### config.mk
export PLATFORM = sky130hd
export DESIGN_NAME = vga_window_ctrl
export DESIGN_NICKNAME = d
export VERILOG_FILES = /design/src/rtl/vga_window_ctrl.sv
export SDC_FILE = /design/constraint.sdc
export NUM_CORES = 1
export LEC_CHECK = 0
export ABC_AREA = 1
export CAP_MARGIN = 20
export CORE_ASPECT_RATIO = 1.5
export CORE_UTILIZATION = 51
export CTS_BUF_LIST = sky130_fd_sc_hd__clkbuf_4 sky130_fd_sc_hd__clkbuf_8 sky130_fd_sc_hd__clkbuf_16
export DETAILED_ROUTE_END_ITERATION = 7
export GPL_ROUTABILITY_DRIVEN = 0
export PLACE_DENSITY = 0.77
export REMOVE_ABC_BUFFERS = 1
export SYNTH_ARGS = -nofsm -noshare
export SYNTH_HDL_FRONTEND = slang
export SYNTH_SLANG_ARGS = --single-unit
### constraint.sdc
create_clock -name clk -period 3.31 [get_ports clk]
set_clock_uncertainty 0.2 [all_clocks]
set_input_delay 0.8275 -clock clk [delete_from_list [all_inputs] [get_ports clk]]
set_output_delay 0.8275 -clock clk [all_outputs]
set_load 0.1 [all_outputs]
### src/rtl/vga_window_ctrl.sv
// VGA raster generator with a scalable 1bpp bitmap window.
// Fetches bitmap words from a synchronous video memory and colours each bit.
module vga_window_ctrl #(
    parameter int   H_ACTIVE   = 640,
    parameter int   H_FP       = 16,
    parameter int   H_SYNC     = 96,
    parameter int   H_BP       = 48,
    parameter int   V_ACTIVE   = 480,
    parameter int   V_FP       = 10,
    parameter int   V_SYNC     = 2,
    parameter int   V_BP       = 33,
    parameter logic HS_POL     = 1'b0,
    parameter logic VS_POL     = 1'b0,
    parameter int   WIN_W      = 32,
    parameter int   WIN_H      = 10,
    parameter int   WORD_W     = 8,
    parameter int   SCALE_LOG2 = 0,
    parameter int   MEM_LAT    = 1,
    parameter int   ADDR_W     = 8,
    parameter int   RGB_W      = 8,
    parameter int   CNT_W      = 11
) (
    input  logic              clk,
    input  logic              rst,
    input  logic              en,
    input  logic [CNT_W-1:0]  win_x0,
    input  logic [CNT_W-1:0]  win_y0,
    input  logic [RGB_W-1:0]  fg_color,
    input  logic [RGB_W-1:0]  bg_color,
    output logic              mem_rd,
    output logic [ADDR_W-1:0] mem_addr,
    input  logic [WORD_W-1:0] mem_data,
    output logic              hs,
    output logic              vs,
    output logic              de,
    output logic [RGB_W-1:0]  rgb,
    output logic              frame_start
);

    localparam int H_TOTAL = H_ACTIVE + H_FP + H_SYNC + H_BP;
    localparam int V_TOTAL = V_ACTIVE + V_FP + V_SYNC + V_BP;
    localparam int HA0     = H_SYNC + H_BP;
    localparam int VA0     = V_SYNC + V_BP;
    localparam int WPL     = WIN_W / WORD_W;
    localparam int BW      = (WORD_W > 1) ? $clog2(WORD_W) : 1;

    localparam logic [CNT_W-1:0] WW_SCR = CNT_W'(WIN_W << SCALE_LOG2);
    localparam logic [CNT_W-1:0] WH_SCR = CNT_W'(WIN_H << SCALE_LOG2);

    typedef struct packed {
        logic          hsa;
        logic          vsa;
        logic          act;
        logic          win;
        logic          fs;
        logic [BW-1:0] bidx;
    } pix_t;

    logic [CNT_W-1:0]  hcount;
    logic [CNT_W-1:0]  vcount;

    logic              s_en;
    logic [CNT_W-1:0]  s_x0;
    logic [CNT_W-1:0]  s_y0;
    logic [RGB_W-1:0]  s_fg;
    logic [RGB_W-1:0]  s_bg;

    logic              h_act;
    logic              v_act;
    logic [CNT_W-1:0]  dx;
    logic [CNT_W-1:0]  dy;
    logic [CNT_W-1:0]  bx;
    logic [CNT_W-1:0]  by;
    logic [ADDR_W-1:0] addr;
    logic              frame0;
    pix_t              cur;
    pix_t              pipe [MEM_LAT];
    pix_t              last;

    assign frame0 = (hcount == '0) && (vcount == '0);
    assign last   = pipe[MEM_LAT-1];

    always_ff @(posedge clk or negedge rst) begin
        if (!rst) begin
            hcount <= '0;
            vcount <= '0;
        end else if (hcount == CNT_W'(H_TOTAL - 1)) begin
            hcount <= '0;
            if (vcount == CNT_W'(V_TOTAL - 1))
                vcount <= '0;
            else
                vcount <= vcount + 1'b1;
        end else begin
            hcount <= hcount + 1'b1;
        end
    end

    // Window settings only change at the frame origin, so a frame never tears.
    always_ff @(posedge clk or negedge rst) begin
        if (!rst) begin
            s_en <= 1'b0;
            s_x0 <= '0;
            s_y0 <= '0;
            s_fg <= '0;
            s_bg <= '0;
        end else if (frame0) begin
            s_en <= en;
            s_x0 <= win_x0;
            s_y0 <= win_y0;
            s_fg <= fg_color;
            s_bg <= bg_color;
        end
    end

    always_comb begin
        h_act = (hcount >= CNT_W'(HA0)) &&
                (hcount < CNT_W'(HA0 + H_ACTIVE));
        v_act = (vcount >= CNT_W'(VA0)) &&
                (vcount < CNT_W'(VA0 + V_ACTIVE));
        // Offsets below the window origin wrap to large values and fail the range test.
        dx = hcount - CNT_W'(HA0) - s_x0;
        dy = vcount - CNT_W'(VA0) - s_y0;
        bx = dx >> SCALE_LOG2;
        by = dy >> SCALE_LOG2;
        addr = ADDR_W'(32'(by) * 32'(WPL) + 32'(bx) / 32'(WORD_W));
        cur      = '0;
        cur.hsa  = hcount < CNT_W'(H_SYNC);
        cur.vsa  = vcount < CNT_W'(V_SYNC);
        cur.act  = h_act && v_act;
        cur.win  = h_act && v_act && s_en &&
                   (dx < WW_SCR) && (dy < WH_SCR);
        cur.fs   = frame0;
        cur.bidx = BW'(32'(WORD_W - 1) - 32'(bx) % 32'(WORD_W));
    end

    always_ff @(posedge clk or negedge rst) begin
        if (!rst) begin
            for (int i = 0; i < MEM_LAT; i++)
                pipe[i] <= '0;
        end else begin
            pipe[0] <= cur;
            for (int i = 1; i < MEM_LAT; i++)
                pipe[i] <= pipe[i-1];
        end
    end

    always_ff @(posedge clk or negedge rst) begin
        if (!rst) begin
            mem_rd   <= 1'b0;
            mem_addr <= '0;
        end else begin
            mem_rd <= cur.win;
            if (cur.win)
                mem_addr <= addr;
        end
    end

    always_ff @(posedge clk or negedge rst) begin
        if (!rst) begin
            hs          <= ~HS_POL;
            vs          <= ~VS_POL;
            de          <= 1'b0;
            rgb         <= '0;
            frame_start <= 1'b0;
        end else begin
            hs          <= last.hsa ? HS_POL : ~HS_POL;
            vs          <= last.vsa ? VS_POL : ~VS_POL;
            de          <= last.act;
            frame_start <= last.fs;
            if (!last.act)
                rgb <= '0;
            else if (last.win && mem_data[last.bidx])
                rgb <= s_fg;
            else
                rgb <= s_bg;
        end
    end

endmodule

==> results of run 1 <==
-- cell type report --
| class | count | area share (%) |
|---|---|---|
| repair buffers | 89 | 11.5 |
| flip-flops and latches | 89 | 32.0 |
| inverters | 128 | 6.90 |
| multi-input cells | 495 | 42.5 |
| clock inverters | 7 | 1.24 |
| well taps | 144 | 2.59 |
| clock buffers | 9 | 3.24 |
-- worst register-to-register path: cells and delay by family (launching register included) --
kind | cells | cell delay (ns)
flops | 1 | 0.40
compound gates | 1 | 0.19
fa+ha+maj | 4 | 1.02
simple gates | 12 | 1.04
xor+xnor | 1 | 0.18
buf+inv | 4 | 0.19
-- state kept, by name, summed over array words and instances (netlist names) --
| name | cells |
|---|---|
| de | 1 |
| frame_start | 1 |
| hcount | 11 |
| hs | 1 |
| last | 7 |
| mem_addr | 8 |
| mem_rd | 1 |
| rgb | 8 |
| s_bg | 8 |
| s_en | 1 |
| s_fg | 8 |
| s_x0 | 11 |
| s_y0 | 11 |
| vcount | 11 |
| vs | 1 |
-- cell usage after synthesis (2+ instances only) --
master    number  share of area, %
nand2_2        3              0.33
nor2_2         8              0.89
nor2_4         2              0.40
nor3_1         6              0.53
a211oi_1       2              0.27
inv_1        126               8.4
o21ai_2       10               1.6
buf_6          6               1.2
nand2_1      223                15
dfrtp_1       87                39
a21oi_2        2              0.31
nor2_1        43               2.9
nand3_1       34               3.0
nand4_1       14               1.6
fa_1           3               1.1
mux2i_1        2              0.36
nand3b_1       4              0.53
clkbuf_1       2              0.13
ha_1          47                10
o21bai_1       3              0.40
dfstp_2        2              0.93
o21ai_0       24               2.1
nor4_1         4              0.44
xor2_1        11               1.7
xnor2_1        5              0.78
a21oi_1       23               2.0
inv_2          2              0.13
or2_2          2              0.22
-- stage by stage --
step,setup slack [ns],power (W)
final,0.00799,0.00264
after CTS,0.0164,0.00263
after detailed placement,-0.130,0.00154
after global placement,0.0242,0.00153
after floorplan,0.138,0.00139
after global routing,-0.0840,0.00276
-- power by group --
part	internal (W)	total (W)	leakage (nW)	switching (W)
clock	0.000601	0.00108	0.150	0.000477
sequential	0.00111	0.00113	1.11	0.0000151
combinational	0.000197	0.000430	2.45	0.000233
total	0.00191	0.00264	3.72	0.000725
-- cell usage in the layout, fill, tap and decap left out, types with 3 or more instances in the layout --
cell             synthesis  final
nor4_1                   4      4
o21ai_0                 24     24
inv_2                    2      6
nor2_2                   8      8
nand4_1                 14     14
o21ai_2                 10     10
nor3_1                   6      6
nand2_2                  3     10
clkbuf_16                0      9
nand3b_1                 4      4
xor2_1                  11     11
ha_1                    47     39
ha_4                     0      7
nand3_1                 34     34
clkdlybuf4s50_1          0     47
nor2_1                  43     43
o21bai_1                 3      3
a21oi_2                  2      4
buf_4                    0     41
dfrtp_1                 87     87
inv_1                  126    122
xnor2_1                  5      5
a21oi_1                 23     21
nand2_1                223    216
-- path summary, 6_finish.rpt --
check                               startpoint                       to  slack, ns  depth (start not counted)
setup / recovery           hcount[1]$_DFF_PN0_  mem_addr[7]$_DFFE_PN0P_      0.008                         22
hold / removal               last[7]$_DFF_PN0_             hs$_DFF_PN1_       0.15                          1
setup reg to reg           hcount[1]$_DFF_PN0_  mem_addr[7]$_DFFE_PN0P_      0.008                         22
hold reg to reg              last[7]$_DFF_PN0_             hs$_DFF_PN1_       0.15                          1
max in group asynchronous                  rst      s_bg[6]$_DFFE_PN0P_       2.03                          2
min in group asynchronous                  rst        last[3]$_DFF_PN0_       0.25                          1
-- cells by family (layout without fill, tap and decap cells) --
logic type | Yosys count | count (layout) | share of synthesized area (%)
AO/OA/AOI/OAI | 71 | 71 | 7.71
XOR/XNOR | 17 | 17 | 2.78
adder cells (fa/ha/maj) | 50 | 50 | 11.5
buffers and inverters | 137 | 233 | 9.95
flip-flops | 89 | 89 | 39.6
multiplexers | 2 | 2 | 0.355
AND/OR/NAND/NOR | 355 | 355 | 28.1
-- per-layer routing --
layer	wire length, um	track usage [%]	vias to the layer above
met2	6840	43.8	188
li1	-	-	2453
met3	675	4.02	51
met5	0	0	-
met1	5170	26.9	2274
met4	513	14.7	0
-- repair_timing --
item / in CTS / in global routing
endpoints found under the setup margin: 1 / 8
pin swaps: 2 / 19
gates cloned: 0 / 0
buffers inserted: 0 / 6
resized for setup: 6 / 19
==> out/qor.csv, run 1 <==
stage;metric;value;unit
run_status;status;complete, no violations;
worst_setup_path;crit_buf_inv;4;
worst_hold_path;min_path_type;register to register;
floorplan;die_area;0.0115;sq mm
logic_synthesis;ys.warnings.count;0;
worst_setup_path;cpLargestDelayFamily;simple AND/OR/NAND/NOR gates;
placement;place_hpwl;9790;um
worst_setup_path;cp-start-kind;register;
cells_and_area;stdcell_count;961;
clock_tree;path_clk_slew;0.07;ns
floorplan;start_util;52.9;%
placement;placed_cells;939;
routing;vias_per_cell;5.17;
worst_setup_path;end_kind;register;
clock_tree;cts_max_path_buffers;2;
clock_tree;cts_tree;done;
clock_tree;cts_max_level;3;
grt;grt_max_degree;51;
power_and_ir_drop;vdd_drop_max;0.263;mV
clock_tree;cts.sinks;89;
floorplan;core;0.0106;sq mm
clock_tree;holdBufCountCts;0;
timing;period_needed;3.30;ns
routing;dr.first_iter.drc_count;349;
cells_and_area;final_area;0.00696;sq mm
cells_and_area;area_growth;23.6;%
logic_synthesis;synth_edf_count;0;
routing;ant_nets;0;
worst_setup_path;crit_path_cell_trace;ha_4 -> ha_4 -> inv_2 -> fa_2 -> nand3b_1 -> nand2_2 -> nand2_2 -> nand2_1 -> nand2_1 -> nand2_2 -> inv_2 -> ha_4 -> nand2_2 -> inv_1 -> nand4_1 -> o211ai_1 -> xor2_1 -> nand2_1 -> nand2_1 -> nand3_1 -> nand2_1 -> inv_1;
floorplan;ios;70;
logic_synthesis;synth_top_flop_cell;dfrtp_1;
timing;layout_worst_path_cycle_share;99.8;%
timing;finalHoldViolCount;0;
cells_and_area;multi_input_area;0.00296;sq mm
worst_setup_path;cp.required;3.36;ns
routing;drc;0;
logic_synthesis;async_reset_ff_share;100;%
floorplan;die_w;87.8;um
routing;vias;4966;
timing;hold_ws;0.149;ns
clock_tree;cts_inserted_buffers;9;
logic_synthesis;syn_area;0.00563;sq mm
timing;slew_headroom;62.1;%
timing;tightest_slew;0.566;ns
placement;placed_cell_area;0.00648;sq mm
floorplan;die_h;131;um
cells_and_area;postLayoutCoreUtil;65.4;%
worst_setup_path;crit_top_cell;nand2_1;
logic_synthesis;synth_cells;721;
cells_and_area;regArea;0.00223;sq mm
timing;grt_setup_unrepaired;yes;
routing;drt_pass1_iterations;5;
grt;grt_pass1_wl;21800;um
grt;grt_pass1_vias;5038;
grt;grt_use_total;24.5;%
timing;drv_slew;0;
routing;drt-wirelength-per-cell;13.7;um
worst_setup_path;cp_slowest_cell;dfrtp_1;
floorplan;rows;46;
worst_setup_path;cp.arrival;3.35;ns
power_and_ir_drop;power_density;379;mW/mm^2
grt;gr-total-overflow;0;
cells_and_area;nets;911;
power_and_ir_drop;p_leak;3.72;nW
grt;antenna_found_initial;0;
logic_synthesis;ys_seq_elements;89;
routing;wirelength;13200;um
timing;fmax;303;MHz
cells_and_area;fillers;874;
cells_and_area;drive_above_1_share;14.9;%
cells_and_area;antenna_cells;0;
logic_synthesis;seq_area_frac_synth;39.6;%
clock_tree;cts-root-buf;clkbuf_16;
worst_setup_path;max_stage_delay;0.40;ns
logic_synthesis;synth_cell_type_count;49;
flow_run;cap_violations;0;
worst_setup_path;cp_max_fo;3;
timing;setup_violations;0;
clock_tree;clkLatencyLatePin;0.35;ns
worst_setup_path;path_class;register to register;
placement;place.port_buffers;69;
timing;setup-tns-final;0;ns
logic_synthesis;avgSynthCellArea;7.81;sq um
Note: power is estimated with default switching activity, not from simulation.
==> run 2, diff against run 1 <==
Settings changed: TNS_END_PERCENT from default to 10.
==> run 2 against run 1 <==
  * Die area unchanged
  * Clock power barely moved
  * Register-to-register slack improved by 0.02 ns
==> out/qor.csv, run 2 (synthesized netlist as in run 1, its figures left out) <==
stage;metric;value;unit
run_status;status;complete, no violations;
floorplan;die_w;87.8;um
cells_and_area;drive_above_1_share;14.7;%
timing;slew_headroom;62.0;%
grt;gr-total-overflow;0;
placement;place_hpwl;9790;um
routing;dr.first_iter.drc_count;254;
power_and_ir_drop;p_sw_share;27.5;%
timing;hold_ws;0.149;ns
routing;drt-wirelength-per-cell;13.7;um
routing;vias;4950;
routing;drt_pass1_iterations;7;
routing;drc;0;
cells_and_area;antenna_cells;0;
timing;grt_setup_unrepaired;yes;
worst_setup_path;cp.required;3.36;ns
grt;grt_pass1_wl;21800;um
worst_setup_path;path_class;register to register;
clock_tree;cts_inserted_buffers;9;
clock_tree;cts-root-buf;clkbuf_16;
power_and_ir_drop;switchingPower;0.000724;W
power_and_ir_drop;internal-power;0.00191;W
flow_run;cap_violations;0;
routing;wirelength;13200;um
timing;layout_worst_path_cycle_share;99.3;%
timing;setup_violations;0;
clock_tree;path_clk_slew;0.07;ns
power_and_ir_drop;clock_power_share;40.8;%
floorplan;core;0.0106;sq mm
floorplan;rows;46;
power_and_ir_drop;p_seq_share;42.8;%
floorplan;ios;70;
clock_tree;cts_max_level;3;
timing;drv_slew;0;
grt;antenna_found_initial;0;
clock_tree;clkLatencyLatePin;0.35;ns
grt;grt_use_total;24.5;%
power_and_ir_drop;power_density;379;mW/mm^2
worst_setup_path;cp-start-kind;register;
power_and_ir_drop;combPwrFrac;16.4;%
cells_and_area;fillers;873;
grt;grt_max_degree;51;
floorplan;die_area;0.0115;sq mm
power_and_ir_drop;vdd_drop_max;0.262;mV
routing;ant_nets;0;
timing;tightest_slew;0.568;ns
cells_and_area;area_growth;23.5;%
cells_and_area;final_common_cell;nand2_1;
worst_setup_path;end_kind;register;
floorplan;die_h;131;um
timing;finalHoldViolCount;0;
timing;period_needed;3.29;ns
power_and_ir_drop;finalPower;0.00264;W
placement;place.port_buffers;69;
clock_tree;cts_tree;done;
clock_tree;cts.sinks;89;
timing;fmax;304;MHz
cells_and_area;nets;911;
cells_and_area;final_cell_mix;nand2_1, inv_1, dfrtp_1;
power_and_ir_drop;p_leak;3.71;nW
routing;vias_per_cell;5.15;
cells_and_area;postLayoutCoreUtil;65.3;%
grt;grt_pass1_vias;5038;
worst_setup_path;cp.arrival;3.34;ns
floorplan;start_util;52.9;%
worst_hold_path;min_path_type;register to register;
clock_tree;cts_max_path_buffers;2;
worst_setup_path;cp_max_fo;3;
==> run 2: area by class of cell <==
cell class                      count  area [sq um]  area share (%)
Multi-Input combinational cell    495          2960            42.5
Timing Repair Buffer               89           798            11.5
Sequential cell                    89          2230            32.1
Clock buffer                        9           225            3.24
Inverter                          128           480            6.91
Tap cell                          144           180            2.59
Clock inverter                      7          86.3            1.24
==> run 2: worst paths after layout <==
path	startpoint	end	slack, ns	depth (start not counted)
max	hcount[1]$_DFF_PN0_	mem_addr[7]$_DFFE_PN0P_	0.02	22
min	last[7]$_DFF_PN0_	hs$_DFF_PN1_	0.15	1
max reg2reg	hcount[1]$_DFF_PN0_	mem_addr[7]$_DFFE_PN0P_	0.02	22
min reg2reg	last[7]$_DFF_PN0_	hs$_DFF_PN1_	0.15	1
max in group asynchronous	rst	s_bg[6]$_DFFE_PN0P_	2.03	2
min in group asynchronous	rst	last[3]$_DFF_PN0_	0.25	1
==> run 2: layer usage <==
metal	up-vias	routed length, um	track usage [%]
met1	2253	5170	26.9
met4	0	613	14.7
met5	-	0	0
met3	62	645	4.02
met2	182	6750	43.8
li1	2453	-	-
==> run 2: power groups by stage <==
stage / Sequential, W / Combinational (W) / Clock [W]
after floorplan: 0.00115 / 0.000246 / 0
after global placement: 0.00115 / 0.000378 / 0
after detailed placement: 0.00115 / 0.000392 / 0
after CTS: 0.00113 / 0.000408 / 0.00109
after global routing: 0.00113 / 0.000483 / 0.00115
final: 0.00113 / 0.000432 / 0.00108
==> run 2: worst max-delay path: stages, from the launching register on <==
cell      delay [ns]
dfrtp_1         0.40
ha_4            0.28
ha_4            0.13
inv_2           0.04
fa_2            0.34
nand3b_1        0.20
nand2_2         0.10
nand2_2         0.05
nand2_1         0.07
nand2_1         0.06
nand2_2         0.09
inv_2           0.06
ha_4            0.27
nand2_2         0.06
inv_1           0.06
nand4_1         0.08
o211ai_1        0.17
xor2_1          0.19
nand2_1         0.08
nand2_1         0.09
nand3_1         0.08
nand2_1         0.07
inv_1           0.03
==> run 2: what timing repair did <==
item                                    4_1_cts  5_1_grt
hold buffers                                  0        0
endpoints found under the setup margin        1        8
pin swaps                                     2       17
cloned                                        0        0
gates resized for setup                       6       17
setup buffers                                 0        6
==> run 2: stage by stage <==
stage | instances | worst slack [ns] | cell area (sq um) | TNS, ns
detailed placement | 939 | -0.130 | 6480 | -0.130
global placement | 939 | 0.0242 | 6480 | 0
finish | 961 | 0.0247 | 6960 | 0
CTS | 955 | 0.0164 | 6830 | 0
floorplan | 712 | 0.138 | 5550 | 0
global route | 961 | -0.0840 | 6960 | -0.109
